<file path="src/rtl/addsub_pkg.sv">
`default_nettype none
// ============================================================================
// Module      : addsub_pkg
// Description : Shared width, saturation constants and word type for the
//               16-bit saturating add/sub datapath.
// Revision    : 1.0 - initial release
// ============================================================================
package addsub_pkg;

  localparam int WIDTH = 16;

  typedef logic [WIDTH-1:0] word_t;

  localparam word_t SAT_POS = 16'h7FFF;
  localparam word_t SAT_NEG = 16'h8000;

endpackage : addsub_pkg
`default_nettype wire

</file>
<file path="src/rtl/cla_4bit.sv">
`default_nettype none
// ============================================================================
// Module      : cla_4bit
// Description : 4-bit carry-lookahead slice exporting group propagate and
//               group generate for the second lookahead level.
// Revision    : 1.0 - initial release
// ============================================================================
module cla_4bit (
  input  logic [3:0] a,
  input  logic [3:0] b,
  input  logic       cin,
  output logic [3:0] s,
  output logic       P,
  output logic       G
);

  logic [3:0] w_p;
  logic [3:0] w_g;
  logic [3:1] w_c;

  assign w_p = a ^ b;
  assign w_g = a & b;

  assign w_c[1] = w_g[0] | (w_p[0] & cin);
  assign w_c[2] = w_g[1] | (w_p[1] & w_g[0]) | (w_p[1] & w_p[0] & cin);
  assign w_c[3] = w_g[2] | (w_p[2] & w_g[1]) | (w_p[2] & w_p[1] & w_g[0])
                | (w_p[2] & w_p[1] & w_p[0] & cin);

  assign s = w_p ^ {w_c[3], w_c[2], w_c[1], cin};

  assign P = &w_p;
  assign G = w_g[3] | (w_p[3] & w_g[2]) | (w_p[3] & w_p[2] & w_g[1])
           | (w_p[3] & w_p[2] & w_p[1] & w_g[0]);

endmodule : cla_4bit
`default_nettype wire

</file>
<file path="src/rtl/addsub_carry_look_16bit.sv">
`default_nettype none
// ============================================================================
// Module      : addsub_carry_look_16bit
// Description : 16-bit signed saturating adder/subtractor built from four
//               cla_4bit slices and a group lookahead unit, plus a sticky
//               overflow flag. Define ADDSUB_OUTREG_EN to register Sum/Ovfl.
// Revision    : 1.0 - initial release
// ============================================================================
module addsub_carry_look_16bit
  import addsub_pkg::*;
(
  input  logic              clk,
  input  logic              rst,
  input  logic [WIDTH-1:0]  A,
  input  logic [WIDTH-1:0]  B,
  input  logic              sub,
  output logic [WIDTH-1:0]  Sum,
  output logic              Ovfl,
  output logic              ovfl_sticky
);

  localparam int c_ngrp = WIDTH / 4;

  word_t             w_bx;
  word_t             w_raw;
  word_t             w_sum;
  logic              w_ovfl;
  logic [c_ngrp-1:0] w_gp;
  logic [c_ngrp-1:0] w_gg;
  logic [c_ngrp-1:0] w_cin;
  logic              w_unused_c16;
  logic              r_sticky;

  // Subtraction is A + ~B + 1: the inversion and the carry-in share sub.
  assign w_bx = B ^ {WIDTH{sub}};

  generate
    for (genvar gi = 0; gi < c_ngrp; gi++) begin : g_grp
      cla_4bit u_cla (
        .a   (A[4*gi +: 4]),
        .b   (w_bx[4*gi +: 4]),
        .cin (w_cin[gi]),
        .s   (w_raw[4*gi +: 4]),
        .P   (w_gp[gi]),
        .G   (w_gg[gi])
      );
    end
  endgenerate

  // Second-level lookahead: every group carry is a flat sum of products.
  assign w_cin[0] = sub;
  assign w_cin[1] = w_gg[0] | (w_gp[0] & sub);
  assign w_cin[2] = w_gg[1] | (w_gp[1] & w_gg[0]) | (w_gp[1] & w_gp[0] & sub);
  assign w_cin[3] = w_gg[2] | (w_gp[2] & w_gg[1]) | (w_gp[2] & w_gp[1] & w_gg[0])
                  | (w_gp[2] & w_gp[1] & w_gp[0] & sub);

  // Carry out of bit 15 has no consumer; kept only to close the group-3 terms.
  assign w_unused_c16 = w_gg[3] | (w_gp[3] & w_cin[3]);

  assign w_ovfl = (A[WIDTH-1] == w_bx[WIDTH-1]) && (w_raw[WIDTH-1] != A[WIDTH-1]);
  assign w_sum  = !w_ovfl       ? w_raw   :
                  A[WIDTH-1]    ? SAT_NEG : SAT_POS;

`ifdef ADDSUB_OUTREG_EN
  word_t r_sum;
  logic  r_ovfl;

  always_ff @(posedge clk) begin
    if (rst) begin
      r_sum  <= '0;
      r_ovfl <= 1'b0;
    end else begin
      r_sum  <= w_sum;
      r_ovfl <= w_ovfl;
    end
  end

  assign Sum  = r_sum;
  assign Ovfl = r_ovfl;
`else
  assign Sum  = w_sum;
  assign Ovfl = w_ovfl;
`endif

  always_ff @(posedge clk) begin
    if (rst) r_sticky <= 1'b0;
    else     r_sticky <= r_sticky | Ovfl;
  end

  assign ovfl_sticky = r_sticky;

endmodule : addsub_carry_look_16bit
`default_nettype wire

</file>
<file path="config.mk">
export PLATFORM = sky130hd
export DESIGN_NAME = addsub_carry_look_16bit
export DESIGN_NICKNAME = d
export VERILOG_FILES = /design/src/rtl/addsub_pkg.sv /design/src/rtl/cla_4bit.sv /design/src/rtl/addsub_carry_look_16bit.sv
export SDC_FILE = /design/constraint.sdc
export NUM_CORES = 1
export LEC_CHECK = 0
export ABC_AREA = 0
export CORE_MARGIN = 3
export CORE_UTILIZATION = 30
export CTS_CLUSTER_SIZE = 16
export DETAILED_ROUTE_END_ITERATION = 8
export PLACE_DENSITY = 0.67
export SLEW_MARGIN = 20
export SYNTH_ARGS = -nofsm -noshare
export SYNTH_HDL_FRONTEND = slang
export SYNTH_SLANG_ARGS = --single-unit
export TNS_END_PERCENT = 5
</file>
<file path="constraint.sdc">
create_clock -name clk -period 6.1 [get_ports clk]
set_input_delay 1.525 -clock clk [delete_from_list [all_inputs] [get_ports clk]]
set_output_delay 1.525 -clock clk [all_outputs]
set_load 0.01 [all_outputs]
</file>
## After elaboration in Yosys (flattened, before gate mapping)

Cells that the tools add are included.

| cells by class | value |
|---|---|
| eq/ne operators | 2 |
| mux-type cells | 2 |
| bitwise logic cells | 113 |
| reductions and logical operators | 4 |

Operator list:

| cell | count |
|---|---|
| 1-bit bitwise AND | 60 |
| 1-bit bitwise OR | 40 |
| 16-bit 2-to-1 mux | 2 |
| 4-bit XOR | 8 |
| 16-bit XOR | 1 |
| 4-bit bitwise AND | 3 |
| 4-bit AND reduction | 3 |
| 3-bit bitwise AND | 1 |
| 1-bit equality test | 1 |
| 1-bit logical AND | 1 |
| 1-bit != test | 1 |

| storage, ports and cells | value |
|---|---|
| flip-flop bits (word level) | 1 |
| input port bits | 35 |
| output and inout bits | 18 |
| logic and storage cells | 122 |

## Logic depth before layout (Yosys ltp)

| depth | value |
|---|---|
| depth after elaboration | 16 |
| gate-level depth with buffers | 12 |

## Modules after synthesis

From an unflattened synthesis, not the netlist that was laid out.

| unflattened totals | value |
|---|---|
| cell total of the unflattened synthesis | 130 |
| area, all modules | 1089.8 µm² |

Modules (own cells, without submodules):

| module | times used | cells an instance | area each (µm²) | sequential area each (µm²) |
|---|---|---|---|---|
| cla_4bit | 4 | 21 | 170.2 | 0.0 |
| addsub_carry_look_16bit | 1 | 46 | 409.1 | 20.0 |

## Worst setup path before layout

OpenSTA, ideal clock, no wires.

| timing | value |
|---|---|
| kind | input to output |
| start | input sub |
| end | output Sum[12] |
| arrival time | 3915 ps |
| required time | 4575 ps |
| slack | 660 ps |
| stages on the path | 11 |
| path buffers | 2 |
| cell sequence | buf_4 > buf_2 > xor2_1 > ha_1 > o21ai_0 > o21ai_2 > a21oi_2 > nor3_1 > nor3_1 > fa_1 > o21ai_1 |

| between the ends | value |
|---|---|
| longest elaborated chain between the ends | 16 |

RTL lines:

| item | line | source |
|---|---|---|
| start: declaration | addsub_carry_look_16bit.sv:16 | `input logic sub,` |
| 16-bit XOR | addsub_carry_look_16bit.sv:35 | `assign w_bx = B ^ {WIDTH{sub}};` |
| 4-bit XOR or 4-bit bitwise AND (tied branches) | cla_4bit.sv:21, cla_4bit.sv:22 |  |
| 1-bit bitwise AND, on equally long branches | cla_4bit.sv:32, cla_4bit.sv:33 |  |
| 1-bit bitwise OR, or another cell as far along | cla_4bit.sv:32 | `assign G = w_g[3] \| (w_p[3] & w_g[2]) \| (w_p[3] & w_p[2] & w_g[1])` |
| 1-bit bitwise OR or 1-bit bitwise AND (tied branches) | cla_4bit.sv:32, cla_4bit.sv:33 |  |
| 1-bit bitwise OR | cla_4bit.sv:33 | `\| (w_p[3] & w_p[2] & w_p[1] & w_g[0]);` |
| 1-bit bitwise AND | addsub_carry_look_16bit.sv:54 | `assign w_cin[3] = w_gg[2] \| (w_gp[2] & w_gg[1]) \| (w_gp[2] & w_gp[1] & w_gg[0])` |
| 1-bit bitwise OR (2 in a row) | addsub_carry_look_16bit.sv:54 |  |
| 1-bit bitwise OR | addsub_carry_look_16bit.sv:55 | `\| (w_gp[2] & w_gp[1] & w_gp[0] & sub);` |
| 1-bit bitwise AND | cla_4bit.sv:27 | `\| (w_p[2] & w_p[1] & w_p[0] & cin);` |
| 1-bit bitwise OR | cla_4bit.sv:27 |  |
| 4-bit XOR | cla_4bit.sv:29 | `assign s = w_p ^ {w_c[3], w_c[2], w_c[1], cin};` |
| 1-bit != test | addsub_carry_look_16bit.sv:60 | `assign w_ovfl = (A[WIDTH-1] == w_bx[WIDTH-1]) && (w_raw[WIDTH-1] != A[WIDTH-1]);` |
| 1-bit logical AND | addsub_carry_look_16bit.sv:60 |  |
| 16-bit 2-to-1 mux * | addsub_carry_look_16bit.sv:61 | `assign w_sum = !w_ovfl ? w_raw :` |
| end: declaration | addsub_carry_look_16bit.sv:17 | `output logic [WIDTH-1:0] Sum,` |

Every way passes the cells marked *; elsewhere a longest branch is shown, timed or not.

## Worst setup path after layout

| timing | value |
|---|---|
| start | input sub |
| end | output Sum[7] |

Same word-level chain as after synthesis.

==> qor.yml <==
status: "finished clean"
p_per_area_nw_per_um2: 162
drv_slew: 0
worst_slew_pin_slew_ns: 0.308
avgSynthCellArea_sq_um: 7.76
drt-initial-drc-count: 24
dr.pass1.iters: 4
ioPinCount: 53
ctsHoldBuffers: 0
hold_class: "flip-flop to flip-flop"
dieArea_sq_um: 4380
yosysMostFrequentCell: "xor2_1"
core-area_sq_um: 3420
setup_ws_ns: 0.114
crit_slowest_cell: "clkdlybuf4s50_1"
synth_flop_cell: "dfxtp_1"
fin_worst_skew_ns: 0
drt.antenna.violating_nets: 0
synth-seq-area-share_pct: 1.84
p_int_mw: 0.159
gp_congestion: 0.803
clk_pin_slew_worst_paths_ns: 0
setup_violations: 0
netlist.area_leader.share_pct: 17.3
via_per_inst: 4.73
ys_warn_count: 0
yosys.area.top_type: "ha_1"
p_leak_nw: 0.808
p_comb_share_pct: 97.2
switching_share_pct: 44.5
synth_common_cells: "xor2_1, ha_1, a21oi_1, o21ai_0, nor2_1"
drive_above_1_share_pct: 16.3
slowest_delay_ns: 0.58
worstPathRequired_ns: 4.58
largest_reg_flops: 1
fmax_ghz: 0.167
grt_pass1_wl_microns: 4690
num_rows: 21
cap_violations: 0
cp.arrival_ns: 4.46
seqPwrFrac_pct: 2.8
syn_nets: 193
final_hold_viol_count: 0
ir_drop_mv: 0.0736
synth_cell_types: 39
cts_setup_buffers: 0
syn_inst: 140
end_kind: "output port"
layout_min_cycle_time_ns: 5.99
post-route-period-util_pct: 98.1
fillers: 346
grt_usage_pct: 12.8
synth_area_leaders: "ha_1, xor2_1, a21oi_1"
rsz0062_at_grt: "true"
clock_latency_ns: 0
globalRoute.totalOverflow: 0
initial_core_util_pct: 31.8
portBuffers: 52
synth_edf_count: 0
fin_util_pct: 51.8
nets: 257
ys_ff_latch: 1
whs_ns: 0.449
dp_hpwl_microns: 2330
num_vias: 1174
grt_pass1_vias: 1135
place_ws_ns: 0.00279
crit_path_start_kind: "input port"
clkPwrFrac_pct: 0
n_antenna_cell: 0
drc_errors: 0
wl_per_cell_microns: 10.9
die_y_microns: 66.2
grt_start_max_net_pins: 17
switching_power_mw: 0.128
synthArstFlopShare_pct: 0
synth.cell_area_sq_um: 1090
antenna_found_initial: 0
crit_type: "input port to output port"
routed_wl_microns: 2700
path_max_fanout: 13
max_slew_margin_pct: 79.4
cp_cell_sequence: "clkdlybuf4s50_1 -> buf_12 -> xor2_1 -> ha_1 -> o21ai_0 -> o21bai_1 -> buf_4 -> nand3_1 -> nand4_4 -> nor2_2 -> buf_4 -> o21ai_0 -> clkdlybuf4s50_1"
area_growth_pct: 62.9
fp.dieW_microns: 66.2
[per-stage QoR]
| stage | instance area, sq um | cells | total power, mW | setup TNS (ns) |
|---|---|---|---|---|
| global placement | 1750 | 248 | 0.291 | 0 |
| global route | 1770 | 248 | 0.318 | -0.0584 |
| floorplan | 1090 | 140 | 0.164 | 0 |
| detailed placement | 1750 | 248 | 0.292 | 0 |
| CTS | 1750 | 248 | 0.292 | 0 |
| finish | 1770 | 248 | 0.287 | 0 |
[final cells by class]
type | count | area [sq um] | share of cell area [%]
well taps | 46 | 57.6 | 3.25
flip-flops and latches | 1 | 20.0 | 1.13
multi-input cells | 126 | 1000 | 56.7
inverters | 9 | 33.8 | 1.91
repair buffers | 66 | 654 | 37.0
[cell usage in the layout (no fill, tap or decap), types with 2 or more instances in the layout]
master            n
clkdlybuf4s50_1  44
xor2_1           21
ha_1             15
buf_4            13
a21oi_1          11
o21ai_0          10
inv_1             9
nand2_1           9
nor2_1            9
dlymetal6s2s_1    7
xnor2_1           6
a21oi_2           4
nor3_1            4
a31oi_1           4
nor2_2            3
fa_1              3
a211oi_2          2
o21ai_2           2
o21bai_1          2
nand3_1           2
o21ai_1           2
[timing repair]
action	4_1_cts	5_1_grt
gates resized for setup	1	11
pin swaps	1	1
endpoints found under the setup margin	1	12
[final timing paths]
kind / endpoint / start / cells after the start / slack (ns)
worst max register to register: ovfl_sticky / ovfl_sticky / 2 / 5.57
worst max-delay path: Sum[7] / sub / 13 / 0.11
worst min register to register: ovfl_sticky / ovfl_sticky / 2 / 0.45
worst min-delay path: ovfl_sticky / ovfl_sticky / 2 / 0.45
[per-layer routing]
metal  track usage, %  part of all wire, %  up-vias
li1                 -                    -      628
met3            0.850                  6.3        0
met2             21.9                   46       31
met5                0                    0        -
met4            0.508                    0        0
met1             18.3                   48      515
[power by group through the flow]
stage | logic [mW] | clock network (mW) | registers (mW)
floorplan | 0.155 | 0 | 0.00838
global placement | 0.283 | 0 | 0.00793
detailed placement | 0.284 | 0 | 0.00793
CTS | 0.284 | 0 | 0.00796
global route | 0.310 | 0 | 0.00798
finish | 0.279 | 0 | 0.00793
[kinds of logic (layout without fill, tap and decap cells)]
group / count (synthesis) / after routing / synth area share, %
multiplexers: 1 / 1 / 0.922
flip-flops: 1 / 1 / 1.84
AO/OA/AOI/OAI: 43 / 43 / 26.2
AND/OR/NAND/NOR: 36 / 36 / 19.1
adder cells (fa/ha/maj): 19 / 19 / 23.8
buffers and inverters: 13 / 75 / 6.34
XOR/XNOR: 27 / 27 / 21.8
[critical path, delay by kind of cell]
family | cells | cell delay [ns]
buf+inv | 5 | 1.51
compound gates | 3 | 0.57
fa+ha+maj | 1 | 0.35
simple gates | 3 | 0.34
xor+xnor | 1 | 0.16
Note: power is estimated with default switching activity, not from simulation.
